<file path="src/rtl/fifo_arb_pkg.sv">
// Shared definitions for the FIFO write-port arbiter.
//   arb_state_t   : arbiter state encoding (IDLE / GRANT)
//   DEF_N_REQ     : default number of requesters
//   DEF_STALL_MAX : default idle cycles tolerated inside a granted frame
package fifo_arb_pkg;

  typedef enum logic {
    ARB_IDLE  = 1'b0,
    ARB_GRANT = 1'b1
  } arb_state_t;

  localparam int DEF_N_REQ     = 4;
  localparam int DEF_STALL_MAX = 16;

endpackage

</file>
<file path="src/rtl/fifo_wr_arb_rr_pick.sv">
// Combinational round-robin priority selector.
// Ports:
//   req_i        : request vector, one bit per source
//   last_grant_i : index of the most recently served source
//   found_o      : at least one request is asserted
//   idx_o        : first requesting index searching from last_grant_i+1, wrapping
module rr_pick
  import fifo_arb_pkg::*;
#(
  parameter int N_REQ  = DEF_N_REQ,
  parameter int ID_LEN = $clog2(N_REQ)
) (
  input  logic [N_REQ-1:0]  req_i,
  input  logic [ID_LEN-1:0] last_grant_i,
  output logic              found_o,
  output logic [ID_LEN-1:0] idx_o
);

  logic [2*N_REQ-1:0] dbl;
  logic [2*N_REQ-1:0] win_mask;
  logic [2*N_REQ-1:0] cand;
  int                 start;

  // The request vector is doubled so that a window of N_REQ bits starting at
  // last_grant+1 covers the wrap-around; the lowest set bit inside that window
  // is the winner, folded back modulo N_REQ.
  always_comb begin
    start    = (int'(last_grant_i) >= N_REQ - 1) ? 0 : int'(last_grant_i) + 1;
    dbl      = {req_i, req_i};
    win_mask = '0;
    for (int i = 0; i < 2 * N_REQ; i++) begin
      win_mask[i] = (i >= start) && (i < start + N_REQ);
    end
    cand    = dbl & win_mask;
    found_o = 1'b0;
    idx_o   = '0;
    for (int i = 0; i < 2 * N_REQ; i++) begin
      if (cand[i] && !found_o) begin
        found_o = 1'b1;
        idx_o   = ID_LEN'(i % N_REQ);
      end
    end
  end

endmodule

</file>
<file path="src/rtl/fifo_wr_arb.sv">
// Round-robin write-port arbiter for the MAC asynchronous FIFO. The grant is
// held for a whole frame; an owner idle for STALL_MAX cycles loses the grant.
// Ports:
//   clk, srstn   : write clock, synchronous active-low reset
//   req_valid/last/data, req_ready : per-source beat interface
//   fifo_full, fifo_w_en, fifo_data : FIFO write port
//   grant_id, busy : current owner and frame-in-progress flag
//   abort        : one-cycle pulse when a frame is cut by stall timeout
// Handshake: a beat of source i transfers in a cycle where req_valid[i] and
// req_ready[i] are both high; a valid beat holds its data/last until then.
module fifo_wr_arb
  import fifo_arb_pkg::*;
#(
  parameter int N_REQ     = DEF_N_REQ,
  parameter int WIDTH     = 8,
  parameter int STALL_MAX = DEF_STALL_MAX,
  parameter int ID_LEN    = $clog2(N_REQ)
) (
  input  logic                   clk,
  input  logic                   srstn,
  input  logic [N_REQ-1:0]       req_valid,
  input  logic [N_REQ-1:0]       req_last,
  input  logic [N_REQ*WIDTH-1:0] req_data,
  output logic [N_REQ-1:0]       req_ready,
  input  logic                   fifo_full,
  output logic                   fifo_w_en,
  output logic [WIDTH-1:0]       fifo_data,
  output logic [ID_LEN-1:0]      grant_id,
  output logic                   busy,
  output logic                   abort
);

  localparam int                CNT_W     = $clog2(STALL_MAX + 1);
  localparam logic [ID_LEN-1:0] LAST_INIT = ID_LEN'(N_REQ - 1);
  // The abort is registered, so it trips on the cycle whose count would reach
  // STALL_MAX; the pulse then appears the cycle after that count is reached.
  localparam logic [CNT_W-1:0]  CNT_TRIP  = CNT_W'(STALL_MAX - 1);

  arb_state_t        state_q, state_d;
  logic [ID_LEN-1:0] grant_q, grant_d;
  logic [ID_LEN-1:0] last_q, last_d;
  logic [CNT_W-1:0]  cnt_q, cnt_d;
  logic              abort_q, abort_d;

  logic              pick_found;
  logic [ID_LEN-1:0] pick_idx;
  logic              own_valid;
  logic              own_last;
  logic [WIDTH-1:0]  own_data;

  rr_pick #(
    .N_REQ  (N_REQ),
    .ID_LEN (ID_LEN)
  ) u_pick (
    .req_i        (req_valid),
    .last_grant_i (last_q),
    .found_o      (pick_found),
    .idx_o        (pick_idx)
  );

  assign own_valid = req_valid[grant_q];
  assign own_last  = req_last[grant_q];
  assign own_data  = req_data[int'(grant_q) * WIDTH +: WIDTH];

  always_comb begin
    state_d   = state_q;
    grant_d   = grant_q;
    last_d    = last_q;
    cnt_d     = cnt_q;
    abort_d   = 1'b0;
    req_ready = '0;
    fifo_w_en = 1'b0;
    fifo_data = '0;
    case (state_q)
      ARB_IDLE: begin
        cnt_d = '0;
        if (pick_found) begin
          grant_d = pick_idx;
          state_d = ARB_GRANT;
        end
      end
      ARB_GRANT: begin
        req_ready[grant_q] = ~fifo_full;
        fifo_w_en          = own_valid & ~fifo_full;
        fifo_data          = own_data;
        if (fifo_w_en) begin
          cnt_d = '0;
          if (own_last) begin
            last_d  = grant_q;
            state_d = ARB_IDLE;
          end
        end else if (!own_valid) begin
          // Only owner silence counts; a full FIFO with a waiting beat holds.
          if (cnt_q == CNT_TRIP) begin
            abort_d = 1'b1;
            last_d  = grant_q;
            cnt_d   = '0;
            state_d = ARB_IDLE;
          end else begin
            cnt_d = cnt_q + CNT_W'(1);
          end
        end
      end
      default: state_d = ARB_IDLE;
    endcase
    // No beat may be accepted while reset is asserted.
    if (!srstn) begin
      req_ready = '0;
      fifo_w_en = 1'b0;
    end
  end

  always_ff @(posedge clk) begin
    if (!srstn) begin
      state_q <= ARB_IDLE;
      grant_q <= '0;
      last_q  <= LAST_INIT;
      cnt_q   <= '0;
      abort_q <= 1'b0;
    end else begin
      state_q <= state_d;
      grant_q <= grant_d;
      last_q  <= last_d;
      cnt_q   <= cnt_d;
      abort_q <= abort_d;
    end
  end

  assign grant_id = grant_q;
  assign busy     = (state_q == ARB_GRANT);
  assign abort    = abort_q;

endmodule

</file>
<file path="config.mk">
export PLATFORM = sky130hd
export DESIGN_NAME = fifo_wr_arb
export DESIGN_NICKNAME = d
export VERILOG_FILES = /design/src/rtl/fifo_arb_pkg.sv /design/src/rtl/fifo_wr_arb_rr_pick.sv /design/src/rtl/fifo_wr_arb.sv
export SDC_FILE = /design/constraint.sdc
export NUM_CORES = 1
export LEC_CHECK = 0
export ABC_AREA = 1
export BUFFER_PORTS_ARGS = -buffer_cell sky130_fd_sc_hd__buf_2
export CORE_MARGIN = 1
export CORE_UTILIZATION = 45
export CTS_BUF_LIST = sky130_fd_sc_hd__clkbuf_8
export CTS_CLUSTER_SIZE = 20
export DETAILED_ROUTE_END_ITERATION = 16
export GPL_TIMING_DRIVEN = 1
export HOLD_SLACK_MARGIN = 0.06
export PLACE_DENSITY = 0.86
export SLEW_MARGIN = 20
export SYNTH_ARGS = -nofsm -noshare
export SYNTH_HDL_FRONTEND = slang
export SYNTH_SLANG_ARGS = --single-unit
</file>
<file path="constraint.sdc">
create_clock -name clk -period 1.6 [get_ports clk]
set_input_delay 0.16 -clock clk [delete_from_list [all_inputs] [get_ports clk]]
set_output_delay 0.16 -clock clk [all_outputs]
set_load 0.03 [all_outputs]
</file>
; Yosys cells after proc, flatten, opt, wreduce, memory -nomap -nowiden
; Cells that the tools add are included.
[totals]
n_memories = 0
latchBits = 0
in_bits = 43
rom_bits = 0
register_bits = 11
ram_bits = 0
output_inout_bits = 17
elab_cells = 107
[classes]
n_div = 0
addsub = 3
n_mul = 0
eq_ne = 4
muxes = 42
order_cmp = 19
bitwise_logic = 6
reduce_logical = 27
shifts = 1
[ops]
columns = operator, n
row1 = $ge 4x32->1 const A, 4
row2 = $lt 4x32->1 const A, 4
row3 = $ge 3x32->1 const A, 2
row4 = $lt 3x32->1 const A, 2
row5 = $add 32x4->32 const B, 1
row6 = $ge 1x32->1 const A, 1
row7 = $ge 2x32->1 const A, 1
row8 = $lt 1x32->1 const A, 1
row9 = $lt 2x32->1 const A, 1
row10 = $mux 32, 1
row11 = $shiftx 32x6->8, 1
row12 = $mux 1, 20
row13 = $mux 2, 10
row14 = $logic_and 1x1->1, 16
row15 = $mux 5, 3
row16 = $pmux 5 s2, 1
row17 = $and 8x8->8, 1
row18 = $mux 4, 2
row19 = $mux 8, 1
row20 = $logic_not 1->1, 7
row21 = $add 5x1->5 const B, 1
row22 = $eq 5x4->1 const B, 1
row23 = $and 4x4->4, 1
row24 = $bmux 1 s2, 2
row25 = 15 further kinds, 17

; Logic depth before layout (Yosys ltp)
[depth]
word_depth = 30
mapped_depth = 12
mapped_depth_nobuf = 11

; Modules after synthesis
; A second synthesis with hierarchy kept.
[unflattened]
hier_cells = 153
hier_area_um2 = 1019.7
[modules_own_cells]
columns = module, area_per_inst_um2, cells_per_inst, seq_area_each_um2, instances
row1 = fifo_wr_arb, 860.8, 126, 220.2, 1
row2 = rr_pick, 158.9, 27, 0.0, 1

; Worst setup path before layout
; No wires, ideal clock.
[synth_path]
path_type = register to output
startpoint = register grant_q[1], in the netlist grant_id[1]
endpoint = output fifo_data[0]
path_stages_with_launch = 5
n_path_buf = 2
arrival_time_ns = 1.695
slack_ns = -0.255
required_time_ns = 1.440
cell_sequence = dfxtp_1 > buf_2 > clkbuf_1 > nand3_1 > a31oi_1
[synth_via]
elab_chain_len = 2
[synth_lines]
columns = item, line
row1 = start: declaration, fifo_wr_arb.sv:40  ; logic [ID_LEN-1:0] grant_q, grant_d;
row2 = start signal: assignment, fifo_wr_arb.sv:122  ; grant_q <= grant_d;
row3 = $shiftx 32x6->8, fifo_wr_arb.sv:63  ; assign own_data = req_data[int'(grant_q) * WIDTH +: WIDTH];
row4 = $mux 8, fifo_wr_arb.sv:74  ; case (state_q)
row5 = end: declaration, fifo_wr_arb.sv:27  ; output logic [WIDTH-1:0] fifo_data,
; Every way passes these cells.

; Worst setup path after layout
[layout_path]
startpoint = register grant_q[1], in the netlist grant_id[1]
endpoint = output fifo_w_en
[layout_via]
elab_chain_len = 5
[layout_lines]
columns = item, line
row1 = $bmux 1 s2, fifo_wr_arb.sv:61  ; assign own_valid = req_valid[grant_q];
row2 = $mux 1 (not written as such), fifo_wr_arb.sv:61
row3 = $and 1x1->1, fifo_wr_arb.sv:84  ; fifo_w_en = own_valid & ~fifo_full;
row4 = $mux 1, fifo_wr_arb.sv:74
row5 = $mux 1, fifo_wr_arb.sv:107  ; if (!srstn) begin
row6 = end: declaration, fifo_wr_arb.sv:26  ; output logic fifo_w_en,
; Every way passes these cells. The select of a mux whose other input is x is not followed.

==> metrics <==
PnR worst setup slack=0.0331 ns; PwrDens=638 nW/um^2; post-route setup TNS=0 ns; final WL=3130 um; worst-path cell chain=buf_4 > inv_1 > nand2_4 > a21oi_1 > buf_2; Syn Inst Count=between 150 and 200; via/cell ratio=~5.3; max_slew headroom=71.1%; multi-input combinational cell area=887 um^2; final worst clock skew=0.00484 ns; Yosys warnings=0; Worst Setup Path Type=reg2out; library cell occupying the most area in the post-synthesis netlist=dfxtp_1; total number of vias=around 1300; pin count of the biggest net entering global routing=16; top-count cell post-synth=nand2_1; FILL cells=between 150 and 200; final hold violations=0; total CTS buffers=3; syn nets=between 200 and 250; RSZ-0062 raised after global routing=yes; Finished Core Util=77.0%; # clock sinks=11; diode count=0; data arrival time of the worst path=1.41 ns; placed cell area=1530 um^2; Crit. End Element=output pin; total grt overflow=0; routability cong.=0.833; CP max stage cell=dfxtp_2; number of setup violations in the final report=0; asr flop ratio synth=0%; PortBufs=between 50 and 60; Max rail drop VDD=0.000612 V; Post-synth EDFFs=0; Root Buffer=clkbuf_8; Max Fanout on Critical Path=8; Synth top area share=21.3%; share of cells above drive strength 1=50.2%; actual slew at the worst max-slew pin=0.433 ns; HPWL after DPL=around 2400 um; TritonCTS clock tree=yes; pre-CTS setup slack=roughly 0.054 ns; clock tree buffer depth=2; number of I/O pins=60; global-route wire length before repair=5080 um; Worst-path clk slew=0.05 ns; WL/cell=12.3 um; synth unique cells=26; mean post-synth cell area=6.43 um^2; DIE WIDTH=50.0 um; vias in the first global route=1266; post-synthesis register bit count=11; Max Slew Vio Count=0; CP Launch Type=register; DRT iter0 DRCs=29; crit-path leading delay family=buffers and inverters; placed cells=250; LEAKAGE=0.788 nW; Initial Util=47.3%; Fmax achieved=~0.64 GHz; Most used DFF post-synth=dfxtp_1; sequential standard cell area=226 um^2; initial antenna violation count=0; fin nets=275; HP Class=in2reg; number of placement rows=17; gr usage total=between 20% and 30%; non-filler cells, final=between 200 and 300; post-synthesis sequential area ratio=21.3%; crit path buf inv count=3; area delta synth->final=62.9%; CP required=between 1 and 1.5 ns; Final min period=between 1.5 and 2 ns; Die ar.=about 2500 um^2; DRC=0; Final ANT Viol Nets=0; Total Power=1.08 mW; Commonest cells post-synth=nand2_1 (35), nand3_1 (27), inv_1 (17); synthesized area=1040 um^2; period utilization=97.9%; leading post-synthesis cells by cell area=dfxtp_1 (21%), nand3_1 (13%), nand2_1 (13%), inv_1 (6.2%), a22oi_1 (5.8%); DR pass1 iterations=6; WHS=roughly 0.17 ns; outcome=finished clean; core outline area=2190 um^2; clock latency on the worst-skew pair=0.24 ns; Final Instance Area=approximately 1700 um^2; CTS Hold Buffers Added=0; Slowest Stage Delay on Critical Path=0.35 ns; H-tree depth=1; MaxCap Viol Count=0; die height=50.0 um
## timing repair
action	in CTS	in global routing
pin swaps	0	1
endpoints found under the setup margin	9	16
setup buffers	1	0
gates resized for setup	21	10
## kinds of logic (layout without fill, tap and decap cells)
kind of cell | after synthesis | in the layout | share of synthesized area, %
buffers and inverters | 25 | 91 | 10.3
AND/OR/NAND/NOR | 92 | 92 | 46.0
adder cells (fa/ha/maj) | 4 | 4 | 4.83
flip-flops | 11 | 11 | 21.3
XOR/XNOR | 1 | 1 | 0.846
AO/OA/AOI/OAI | 28 | 28 | 16.8
## metal layers
metal  track usage [%]  routed length (um)
met5                 0                   0
met4              7.62                   8
met3              3.70                 172
met2              48.2                1650
met1              28.1                1300
## path summary, 6_finish.rpt
kind                            slack [ns]   endpoint   startpoint  depth (start not counted)
worst max-delay path                  0.03  fifo_w_en  grant_id[1]                          5
worst min-delay path                  0.17  last_q[1]        srstn                          2
worst max register to register        0.16  last_q[0]     cnt_q[0]                         10
worst min register to register        0.43   cnt_q[4]     cnt_q[4]                          2
## cells in the final DEF, fill, tap and decap left out, types with 3 or more instances in the layout
cell | synthesis | final
buf_2 | 2 | 50
nand2_1 | 35 | 33
nand3_1 | 27 | 27
inv_1 | 17 | 17
buf_4 | 0 | 14
nand2_2 | 7 | 9
a21oi_1 | 9 | 9
dfxtp_1 | 11 | 8
a22oi_2 | 0 | 7
a31oi_4 | 0 | 7
nor2_1 | 8 | 6
ha_1 | 4 | 4
buf_6 | 1 | 4
nor3_1 | 5 | 3
clkbuf_8 | 0 | 3
## cell type report
type	instances	share of cell area, %
multi-input combinational	125	52.6
clock buffer	3	2.45
timing repair buffer	69	24.9
sequential	11	13.4
tap	28	2.08
inverter	18	4.30
clock inverter	1	0.297
## sequential cells by signal (all words and copies together) (netlist names)
| register | count |
|---|---|
| grant_id | 2 |
| last_q | 2 |
| busy | 1 |
| abort | 1 |
| cnt_q | 5 |
## power breakdown
group / leakage [nW] / switching (mW) / internal (mW)
logic: 0.672 / 0.296 / 0.206
clock network: 0.0255 / 0.103 / 0.171
registers: 0.0902 / 0.0154 / 0.287
## worst reg2reg max path, stage by stage, from the launching register on
cell and delay [ns]:
dfxtp_1 0.38, ha_1 0.19, nand2_1 0.07, inv_1 0.06
nand2_1 0.07, nor2_1 0.18, nand2_1 0.09, nand2_2 0.08
nand2_1 0.06, nand2_1 0.06, nand3_1 0.07
Power figures use the tool's default switching activity.
